## config.mk

```make
export PLATFORM = sky130hd
export DESIGN_NAME = pixel_stream_gen_flat
export DESIGN_NICKNAME = d
export VERILOG_FILES = /design/src/rtl/pixel_stream_gen_pkg.sv /design/src/rtl/pixel_stream_gen_if.sv /design/src/rtl/pixel_stream_gen_skid.sv /design/src/rtl/pixel_stream_gen.sv /design/src/flat_wrapper.sv
export SDC_FILE = /design/constraint.sdc
export NUM_CORES = 1
export LEC_CHECK = 0
export BUFFER_PORTS_ARGS = -buffer_cell sky130_fd_sc_hd__buf_2
export CELL_PAD_IN_SITES_DETAIL_PLACEMENT = 0
export CELL_PAD_IN_SITES_GLOBAL_PLACEMENT = 2
export CORE_MARGIN = 2
export CORE_UTILIZATION = 37
export CTS_CLUSTER_DIAMETER = 40
export CTS_CLUSTER_SIZE = 40
export DETAILED_ROUTE_END_ITERATION = 12
export PLACE_DENSITY_LB_ADDON = 0.1
export SLEW_MARGIN = 20
export SYNTH_ARGS = -nofsm -noshare
export SYNTH_HDL_FRONTEND = slang
export SYNTH_SLANG_ARGS = --single-unit
```

## constraint.sdc

```tcl
create_clock -name clk -period 6.03 [get_ports clk]
set_input_delay 1.206 -clock clk [delete_from_list [all_inputs] [get_ports clk]]
set_output_delay 1.206 -clock clk [all_outputs]
set_load 0.02 [all_outputs]
```

## src/rtl/pixel_stream_gen_pkg.sv

```systemverilog
// Shared types and defaults for the raster-scan pixel source.
// State encoding, default widths and the per-pixel tag bundle.
package pixel_stream_pkg;

    localparam int PIX_W_DEF = 24;
    localparam int XW_DEF    = 16;
    localparam int YW_DEF    = 16;
    localparam int AW_DEF    = 20;

    typedef enum logic [1:0] {
        IDLE,
        SETUP,
        RUN,
        DRAIN
    } state_e;

    typedef struct packed {
        logic [XW_DEF-1:0] x;
        logic [YW_DEF-1:0] y;
        logic              hsync;
        logic              vsync;
        logic              eof;
    } tag_t;

endpackage

```

## src/rtl/pixel_stream_gen_if.sv

```systemverilog
// Valid/ready pixel stream carrying data plus raster tags.
// master drives pixels, slave consumes them.
interface pixel_stream_if
    import pixel_stream_pkg::*;
#(
    parameter int PIX_W = PIX_W_DEF,
    parameter int XW    = XW_DEF,
    parameter int YW    = YW_DEF
);
    logic             valid;
    logic             ready;
    logic [PIX_W-1:0] data;
    logic [XW-1:0]    x;
    logic [YW-1:0]    y;
    logic             hsync;
    logic             vsync;
    logic             eof;

    modport master (
        output valid, data, x, y, hsync, vsync, eof,
        input  ready
    );

    modport slave (
        input  valid, data, x, y, hsync, vsync, eof,
        output ready
    );
endinterface

```

## src/rtl/pixel_stream_gen_skid.sv

```systemverilog
// Two-entry skid buffer behind a 1-cycle-latency read port.
// Tracks the in-flight read and grants credit while slots remain.
module stream_skid_buffer #(
    parameter int DW = 24,
    parameter int TW = 35
)(
    input  logic          clk,
    input  logic          reset,
    input  logic          push_i,
    input  logic [TW-1:0] tag_i,
    input  logic [DW-1:0] rdata_i,
    output logic          credit_o,
    output logic          empty_o,
    output logic          valid_o,
    input  logic          ready_i,
    output logic [DW-1:0] data_o,
    output logic [TW-1:0] tag_o
);
    logic             pend_q;
    logic [TW-1:0]    pend_tag_q;
    logic [DW+TW-1:0] slot0_q;
    logic [DW+TW-1:0] slot1_q;
    logic [1:0]       cnt_q;
    logic [DW+TW-1:0] in_w;
    logic [DW+TW-1:0] head;
    logic             pop;

    assign in_w     = {rdata_i, pend_tag_q};
    assign head     = (cnt_q != 2'd0) ? slot0_q : in_w;
    assign valid_o  = (cnt_q != 2'd0) || pend_q;
    assign pop      = valid_o && ready_i;
    assign data_o   = head[DW+TW-1:TW];
    assign tag_o    = head[TW-1:0];
    assign credit_o = (cnt_q + {1'b0, pend_q}) < 2'd2;
    assign empty_o  = (cnt_q == 2'd0) && !pend_q;

    // Track the read in flight; its tag waits for the returning data.
    always_ff @(posedge clk) begin
        if (reset) begin
            pend_q     <= 1'b0;
            pend_tag_q <= '0;
        end else begin
            pend_q <= push_i;
            if (push_i) pend_tag_q <= tag_i;
        end
    end

    // Store returning data that cannot leave this cycle; head is slot0.
    always_ff @(posedge clk) begin
        if (reset) begin
            cnt_q   <= 2'd0;
            slot0_q <= '0;
            slot1_q <= '0;
        end else if (cnt_q == 2'd0) begin
            if (pend_q && !pop) begin
                slot0_q <= in_w;
                cnt_q   <= 2'd1;
            end
        end else if (pop) begin
            slot0_q <= (cnt_q == 2'd2) ? slot1_q : in_w;
            slot1_q <= in_w;
            cnt_q   <= cnt_q - 2'd1 + {1'b0, pend_q};
        end else if (pend_q) begin
            slot1_q <= in_w;
            cnt_q   <= 2'd2;
        end
    end
endmodule

```

## src/rtl/pixel_stream_gen.sv

```systemverilog
// Raster-scan frame-buffer reader emitting a tagged pixel stream.
// PIXEL_STREAM_BOTTOM_UP_EN: read stored rows last-to-first (BMP order).
module pixel_stream_gen
    import pixel_stream_pkg::*;
#(
    parameter int PIX_W = PIX_W_DEF,
    parameter int XW    = XW_DEF,
    parameter int YW    = YW_DEF,
    parameter int AW    = AW_DEF
)(
    input  logic             clk,
    input  logic             reset,
    input  logic             start_i,
    input  logic             en_i,
    input  logic [15:0]      num_frames_i,
    input  logic [XW-1:0]    width_i,
    input  logic [YW-1:0]    height_i,
    input  logic [AW-1:0]    stride_i,
    input  logic [AW-1:0]    base_addr_i,
    output logic             mem_rd_o,
    output logic [AW-1:0]    mem_addr_o,
    input  logic [PIX_W-1:0] mem_rdata_i,
    pixel_stream_if.master   out_if,
    output logic [15:0]      frame_o,
    output logic             busy_o
);
    localparam int TW = XW + YW + 3;

`ifdef PIXEL_STREAM_BOTTOM_UP_EN
    localparam bit BOTTOM_UP = 1'b1;
`else
    localparam bit BOTTOM_UP = 1'b0;
`endif

    state_e        state_q;
    logic [XW-1:0] w_q, x_q;
    logic [YW-1:0] h_q, y_q, sc_q;
    logic [AW-1:0] stride_q, base_q, row_q;
    logic [AW-1:0] row_next;
    logic [15:0]   nf_q, fi_q, frame_q;
    logic          start_ok, rd, credit, sb_empty;
    logic          last_x, last_y, more;
    logic [TW-1:0] rd_tag, o_tag;

    assign start_ok = (state_q == IDLE) && start_i &&
                      (width_i != '0) && (height_i != '0);
    assign last_x   = x_q == w_q - XW'(1);
    assign last_y   = y_q == h_q - YW'(1);
    assign more     = (nf_q == 16'd0) || ((fi_q + 16'd1) != nf_q);
    assign rd       = (state_q == RUN) && en_i && credit;
    assign row_next = BOTTOM_UP ? row_q - stride_q : row_q + stride_q;

    assign rd_tag = {x_q, y_q, x_q == '0,
                     (x_q == '0) && (y_q == '0),
                     last_x && last_y};

    assign mem_rd_o   = rd;
    assign mem_addr_o = row_q + AW'(x_q);
    assign frame_o    = frame_q;
    assign busy_o     = (state_q != IDLE) || !sb_empty;

    // Sequencer: config capture, start-row setup and raster scan.
    always_ff @(posedge clk) begin
        if (reset) begin
            state_q  <= IDLE;
            w_q      <= '0;
            h_q      <= '0;
            stride_q <= '0;
            base_q   <= '0;
            nf_q     <= '0;
            fi_q     <= '0;
            x_q      <= '0;
            y_q      <= '0;
            sc_q     <= '0;
            row_q    <= '0;
        end else begin
            unique case (state_q)
                IDLE: begin
                    if (start_ok) begin
                        w_q      <= width_i;
                        h_q      <= height_i;
                        stride_q <= stride_i;
                        base_q   <= base_addr_i;
                        nf_q     <= num_frames_i;
                        fi_q     <= '0;
                        x_q      <= '0;
                        y_q      <= '0;
                        row_q    <= base_addr_i;
                        sc_q     <= BOTTOM_UP ? height_i - YW'(1) : '0;
                        state_q  <= SETUP;
                    end
                end
                SETUP: begin
                    if (sc_q != '0) begin
                        row_q <= row_q + stride_q;
                        sc_q  <= sc_q - YW'(1);
                    end else begin
                        state_q <= RUN;
                    end
                end
                RUN: begin
                    if (rd) begin
                        if (!last_x) begin
                            x_q <= x_q + XW'(1);
                        end else begin
                            x_q <= '0;
                            if (!last_y) begin
                                y_q   <= y_q + YW'(1);
                                row_q <= row_next;
                            end else begin
                                y_q     <= '0;
                                row_q   <= base_q;
                                sc_q    <= BOTTOM_UP ? h_q - YW'(1) : '0;
                                fi_q    <= fi_q + 16'd1;
                                state_q <= more ? SETUP : DRAIN;
                            end
                        end
                    end
                end
                DRAIN: begin
                    if (sb_empty) state_q <= IDLE;
                end
                default: state_q <= IDLE;
            endcase
        end
    end

    // Count frames as their eof pixel is accepted; restart per run.
    always_ff @(posedge clk) begin
        if (reset) begin
            frame_q <= '0;
        end else if (start_ok) begin
            frame_q <= '0;
        end else if (out_if.valid && out_if.ready && out_if.eof) begin
            frame_q <= frame_q + 16'd1;
        end
    end

    stream_skid_buffer #(
        .DW (PIX_W),
        .TW (TW)
    ) u_skid (
        .clk      (clk),
        .reset    (reset),
        .push_i   (rd),
        .tag_i    (rd_tag),
        .rdata_i  (mem_rdata_i),
        .credit_o (credit),
        .empty_o  (sb_empty),
        .valid_o  (out_if.valid),
        .ready_i  (out_if.ready),
        .data_o   (out_if.data),
        .tag_o    (o_tag)
    );

    assign out_if.x     = o_tag[TW-1 -: XW];
    assign out_if.y     = o_tag[YW+2:3];
    assign out_if.hsync = o_tag[2];
    assign out_if.vsync = o_tag[1];
    assign out_if.eof   = o_tag[0];
endmodule
```

## src/flat_wrapper.sv

```systemverilog
// flat-port wrapper written by rule: the top's interface ports become plain ports
module pixel_stream_gen_flat import pixel_stream_pkg::*;
#(
    parameter int PIX_W = PIX_W_DEF,
    parameter int XW    = XW_DEF,
    parameter int YW    = YW_DEF,
    parameter int AW    = AW_DEF
)
  (clk, reset, start_i, en_i, num_frames_i, width_i, height_i, stride_i, base_addr_i, mem_rd_o, mem_addr_o, mem_rdata_i, frame_o, busy_o, out_if_valid, out_if_data, out_if_x, out_if_y, out_if_hsync, out_if_vsync, out_if_eof, out_if_ready);
  pixel_stream_if #(.PIX_W(PIX_W), .XW(XW), .YW(YW)) out_if_i ();
  input  logic clk;
  input  logic reset;
  input  logic start_i;
  input  logic en_i;
  input  logic [15:0] num_frames_i;
  input  logic [XW-1:0] width_i;
  input  logic [YW-1:0] height_i;
  input  logic [AW-1:0] stride_i;
  input  logic [AW-1:0] base_addr_i;
  output logic mem_rd_o;
  output logic [AW-1:0] mem_addr_o;
  input  logic [PIX_W-1:0] mem_rdata_i;
  output logic [15:0] frame_o;
  output logic busy_o;
  output wire logic [$bits(out_if_i.valid)-1:0] out_if_valid;
  output wire logic [$bits(out_if_i.data)-1:0] out_if_data;
  output wire logic [$bits(out_if_i.x)-1:0] out_if_x;
  output wire logic [$bits(out_if_i.y)-1:0] out_if_y;
  output wire logic [$bits(out_if_i.hsync)-1:0] out_if_hsync;
  output wire logic [$bits(out_if_i.vsync)-1:0] out_if_vsync;
  output wire logic [$bits(out_if_i.eof)-1:0] out_if_eof;
  input wire logic [$bits(out_if_i.ready)-1:0] out_if_ready;
  assign out_if_valid = out_if_i.valid;
  assign out_if_data = out_if_i.data;
  assign out_if_x = out_if_i.x;
  assign out_if_y = out_if_i.y;
  assign out_if_hsync = out_if_i.hsync;
  assign out_if_vsync = out_if_i.vsync;
  assign out_if_eof = out_if_i.eof;
  assign out_if_i.ready = out_if_ready;
  pixel_stream_gen #(.PIX_W(PIX_W), .XW(XW), .YW(YW), .AW(AW)) u_core (.clk(clk), .reset(reset), .start_i(start_i), .en_i(en_i), .num_frames_i(num_frames_i), .width_i(width_i), .height_i(height_i), .stride_i(stride_i), .base_addr_i(base_addr_i), .mem_rd_o(mem_rd_o), .mem_addr_o(mem_addr_o), .mem_rdata_i(mem_rdata_i), .out_if(out_if_i), .frame_o(frame_o), .busy_o(busy_o));
endmodule
```

# After elaboration in Yosys (flattened, before gate mapping)

Cells that the tools add are included.

$add $sub $neg: 12
Multiply operators: 0
Divide/modulo/power cells: 0
Magnitude comparators: 1
Eq/ne operators: 15
Shifts and indexed selects: 0
Mux-type cells: 42
Bitwise gates (word level): 1
Reductions and logical operators: 43

Operator list:

| kind                                                                    | number |
|---|---|
| 59-bit two-way mux                                                      | 7 |
| 16-bit two-way mux                                                      | 13 |
| 20-bit two-way mux                                                      | 5 |
| 16-bit case mux with 2 select lines                                     | 3 |
| 16-bit by 1-bit adder with 16-bit output, second input constant         | 4 |
| 20-bit case mux with 3 select lines                                     | 1 |
| 16-bit zero test                                                        | 3 |
| 16-bit case mux with 3 select lines                                     | 1 |
| 16-bit nonzero test                                                     | 3 |
| 16-bit by 1-bit subtractor with 16-bit output, second input constant    | 3 |
| 16-bit equality test                                                    | 2 |
| 2-bit two-way mux                                                       | 11 |
| 20-bit by 16-bit adder with 20-bit output                               | 1 |
| 20-bit adder                                                            | 1 |
| 16-bit inequality test                                                  | 1 |
| 2-bit by 1-bit inequality test with 1-bit output, second input constant | 6 |
| 6-bit AND reduction                                                     | 2 |
| 1-bit logical AND                                                       | 11 |
| 5-bit AND reduction                                                     | 2 |
| 2-bit nonzero test                                                      | 5 |
| 2-bit case mux with 4 select lines                                      | 1 |
| 2-bit AND reduction                                                     | 4 |
| 2-bit equality test, second input constant                              | 3 |
| 3-bit nonzero test                                                      | 2 |
| other kinds (12)                                                        | 19 |

Register bits after elaboration: 346
Bits in latches: 0
Bits in writable memories: 0
Bits in read-only memories: 0
Bits of input ports: 117
Output and inout port bits: 98
Logic and storage cells: 131
Memories: 0

# Logic depth before layout (Yosys ltp)

Depth in word-level cells: 8
Gate-level depth with buffers: 14
Mapped depth without buffers: 12

# Cells and area by module

From an unflattened synthesis, not the netlist that was laid out.

Cells, all modules: 2195
Area, all modules: 18211.2 um^2

Modules (own cells, without submodules):

| module             | instances | cells each | area each (um^2) | seq. area each (um^2) |
|---|---|---|---|---|
| pixel_stream_gen   | 1         | 1461       | 11325.9          | 3803.6 |
| stream_skid_buffer | 1         | 734        | 6885.4           | 3123.0 |

# Worst setup path after synthesis

OpenSTA, ideal clock, no wires.

Path type: reg2reg
From: register u_core.w_q[0]
To: register u_core.sc_q[12]
Setup time: 0.130 ns
Arrival time: 3.520 ns
Data required time: 5.900 ns
Setup slack: 2.380 ns
Cell stages (with the launch flop): 15
Buffers on the path: 3
Clock period less this slack: 3.650 ns
Cell sequence: dfxtp_1 -> inv_1 -> ha_1 -> buf_2 -> or4b_4 -> nor3b_1 -> o32ai_1 -> a2111oi_0 -> or4b_1 -> or4_4 -> a21bo_1 -> buf_6 -> buf_2 -> o211ai_1 -> o41ai_1

Longest elaborated chain between the ends: 4

Ends and longest elaborated chain:

| what                                                              | RTL line                | text |
|---|---|---|
| from (decl)                                                       | pixel_stream_gen.sv:36  | `logic [XW-1:0] w_q, x_q;` |
| from (signal assigned)                                            | pixel_stream_gen.sv:80  | `w_q <= width_i;` |
| 16-bit by 1-bit subtractor with 16-bit output                     | pixel_stream_gen.sv:47  | `assign last_x = x_q == w_q - XW'(1);` |
| 16-bit equality test                                              | pixel_stream_gen.sv:47  |  |
| 2-bit by 1-bit inequality test with 1-bit output (no source line) | n/a                     |  |
| 6-bit AND reduction (no source line)                              | n/a                     |  |
| to (signal assigned)                                              | pixel_stream_gen.sv:89  | `sc_q <= BOTTOM_UP ? height_i - YW'(1) : '0;` |
| to (signal assigned)                                              | pixel_stream_gen.sv:96  | `sc_q <= sc_q - YW'(1);` |
| to (signal assigned)                                              | pixel_stream_gen.sv:113 | `sc_q <= BOTTOM_UP ? h_q - YW'(1) : '0;` |
| to (decl)                                                         | pixel_stream_gen.sv:37  | `logic [YW-1:0] h_q, y_q, sc_q;` |

No other way between the ends.
A chain may end at the register's enable or synchronous reset.

# Final worst setup path

From: register u_core.x_q[2]
To: output port mem_addr_o[18]

Longest elaborated chain between the ends: 1

Ends and longest elaborated chain:

| what                                      | RTL line                | text |
|---|---|---|
| from (decl)                               | pixel_stream_gen.sv:36  |  |
| from (signal assigned)                    | pixel_stream_gen.sv:104 | `x_q <= x_q + XW'(1);` |
| 20-bit by 16-bit adder with 20-bit output | pixel_stream_gen.sv:58  | `assign mem_addr_o = row_q + AW'(x_q);` |
| to (decl)                                 | flat_wrapper.sv:21      | `output logic [AW-1:0] mem_addr_o;` |

No other way between the ends.

==> results.md <==
- Pins Over Slew Limit: 0
- Leakage power: 0.00892 uW
- Initial antenna violation count: 0
- Status: completed
- Seq/Total Area, Yosys: 0.385
- Starting Density: 0.376
- RSZ-0062 raised after global routing: no
- Post-CTS setup buffer count: 0
- Comb power frac: 0.259
- Setup Skew: 18.6 ps
- Row count: 80
- Worst hold path class: reg -> reg
- Nets: 2579
- Detailed-route wire length per cell: 17.3 um
- EDFF count, synth: 0
- Die ar.: 50400 um2
- Syn_area_per_cell: 7.98 um2
- Die H: 224 um
- Int Pwr: 5950 uW
- Clock Latency Late Sink: 580 ps
- Buffers on Ports: 214
- Global route total overflow: 0
- Synth Register Bits: 346
- P per Cell Area: 408 nW/um2
- Critical path class: reg -> out
- Worst Path Arrival: 3750 ps
- CTS sink count: 346
- Worst Tran Pin Value: 937 ps
- Post-Syn Instances: 2253
- First-pass GRT wire length: 85400 um
- CTS max path bufs: 3
- TritonCTS clock tree: yes
- Flop pwr share: 0.304
- Initial DRT Pass Iterations: 7
- Post-synth ARST share: 0
- Share of post-route cells with drive strength above 1: 0.179
- H-Tree Depth: 3
- CP Capture Type: output pin
- DRT antenna net count: 0
- Placer congestion estimate: 0.831
- Antenna cell count: 0
- CP Launch Type: flip-flop
- Largest net degree at the start of global routing: 106
- Overall routed net length: 53200 um
- Core region area: 47800 um2
- Die W: 224 um
- Worst VDD drop: 0.000231 V
- Final setup violation count: 0
- CTS buffer count: 68
- Post-CTS sizing: 0
- Final TNS setup: 0 ps
- Synthesized cell area: 18000 um2
- Max cap viols: 0
- Clk pwr share: 0.437
- Layout area overhead: 21.6%
- Post-Syn Nets: 2422
- Hold Fails Final Rpt: 0
- Reg clk slew, reported paths: 50 ps
- Via count: 16191
- Psw: 2960 uW
- Post-synthesis cell type count: 78
- CTS Hold Bufs: 0
- # fillers: 4862
- CTS root buf: clkbuf_16
- Seq. cell area: 6930 um2
- Io pins: 215
- DP Wirelength: 36700 um
- Residual DRC count: 0
- Vias per cell: 5.26
- Worst EP required: 4820 ps
- Slew HR: 0.376
- Ys flop type: dfxtp_1
- Fin crit period: 4960 ps
- Crit path max fanout: 10
- Final design utilization: 0.457
- Iter 0 DRT Violations: 901
- Vias in the first global route: 15757
- Max Fclk: 202 MHz
- Gr usage total: 0.210
- Period utilization: 0.823
- Flop-to-flop setup slack: 1360 ps
- Sw frac: 0.332
- YS warnings: 0
- Area of the multi-input gates: 10300 um2
layer usage:
metal / GRT usage / part of all wire
met1: 0.267 / 0.46
met2: 0.363 / 0.49
met3: 0.0387 / 0.033
met4: 0.0579 / 0.019
met5: 0 / 0
worst paths after layout:
kind                                                from                                     end  cells after the start
setup reg to reg              u_core.w_q[0]$_SDFFE_PP0P_           u_core.row_q[17]$_SDFFE_PP0P_                     11
hold reg to reg   u_core.u_skid.slot1_q[17]$_SDFFE_PP0P_  u_core.u_skid.slot1_q[17]$_SDFFE_PP0P_                      2
hold / removal    u_core.u_skid.slot1_q[17]$_SDFFE_PP0P_  u_core.u_skid.slot1_q[17]$_SDFFE_PP0P_                      2
setup / recovery              u_core.x_q[2]$_SDFFE_PP0P_                          mem_addr_o[18]                     11
worst max-delay path, cell delays in order (launching register included):
cell and delay (ps):
dfxtp_1 570, ha_1 340, nor2b_1 140, o21ai_0 150
nand2b_1 110, a21o_1 210, a31o_2 270, a211oi_1 590
o31ai_1 200, nor4b_1 290, a211o_1 150, buf_2 160
Yosys cell counts (all sizes together), types with 10 or more instances:
library cell	count	share of area
a211oi	65	0.027
a21o	13	0.0054
a21oi	255	0.071
a22o	20	0.0097
and3	16	0.0056
buf	20	0.0054
clkbuf	126	0.026
dfxtp	346	0.39
ha	50	0.035
inv	60	0.013
mux2	59	0.037
mux2i	63	0.035
nand2	446	0.093
nand3	43	0.012
nand4	25	0.0087
nor2	202	0.042
nor3	32	0.0089
nor4	37	0.014
o21a	10	0.0042
o21ai	50	0.014
o32ai	15	0.0073
or3	11	0.0038
or4	15	0.0069
xnor2	77	0.038
xor2	61	0.030
state kept, by name, summed over array words and instances, names as in the netlist:
name	count
u_core.base_q	20
u_core.fi_q	16
u_core.frame_o	16
u_core.h_q	16
u_core.nf_q	16
u_core.row_q	20
u_core.sc_q	16
u_core.state_q	2
u_core.stride_q	20
u_core.u_skid.cnt_q	2
u_core.u_skid.pend_q	1
u_core.u_skid.pend_tag_q	35
u_core.u_skid.slot0_q	59
u_core.u_skid.slot1_q	59
u_core.w_q	16
u_core.x_q	16
u_core.y_q	16
power by group through the flow:
| stage | clock (uW) | combinational [uW] | sequential [uW] |
|---|---|---|---|
| CTS | 4000 | 2330 | 2700 |
| detailed placement | 0 | 2320 | 2750 |
| finish | 3900 | 2310 | 2700 |
| global placement | 0 | 2290 | 2750 |
| floorplan | 0 | 1760 | 2670 |
| global route | 4110 | 2600 | 2730 |
stage by stage:
step                cell area, um2  hold slack (ps)  cells  setup slack, ps  total power, uW
finish                       21800              450   3077             1070             8910
global route                 21800              468   3077              776             9440
CTS                          21800              452   3077             1090             9030
detailed placement           19500              446   2955             1480             5070
global placement             19500              441   2955             1570             5030
floorplan                    18000              436   2253             2380             4430
layout by cell type (no fill, tap or decap), types with 15 or more instances in the layout:
cell type	n
o32ai_1	15
nor3_1	32
buf_2	213
a21oi_1	254
dfxtp_1	346
clkbuf_16	70
nand3_1	42
mux2_2	59
xnor2_1	77
o21ai_0	48
mux2i_1	63
a22o_1	20
ha_1	50
a211oi_1	65
nand4_1	25
xor2_1	61
nor4_1	35
nand2_1	443
inv_1	60
nor2_1	200
and3_1	16
buf_4	19
cell families (layout without fill, tap and decap cells):
logic type / Yosys count / in the layout / synth area share
AND/OR/NAND/NOR: 885 / 885 / 0.219
AO/OA/AOI/OAI: 504 / 504 / 0.175
flip-flops: 346 / 346 / 0.385
buffers and inverters: 206 / 415 / 0.0442
XOR/XNOR: 138 / 138 / 0.0672
multiplexers: 122 / 122 / 0.0721
adder cells (fa/ha/maj): 52 / 52 / 0.0370
cell type report:
cell class	count	share of cell area
tap	615	0.0352
clock inverter	42	0.0239
inverter	60	0.0103
timing repair buffer	233	0.0559
clock buffer	80	0.0851
multi-input combinational	1701	0.473
sequential	346	0.317
No activity file was read; power rests on OpenSTA's default activity.
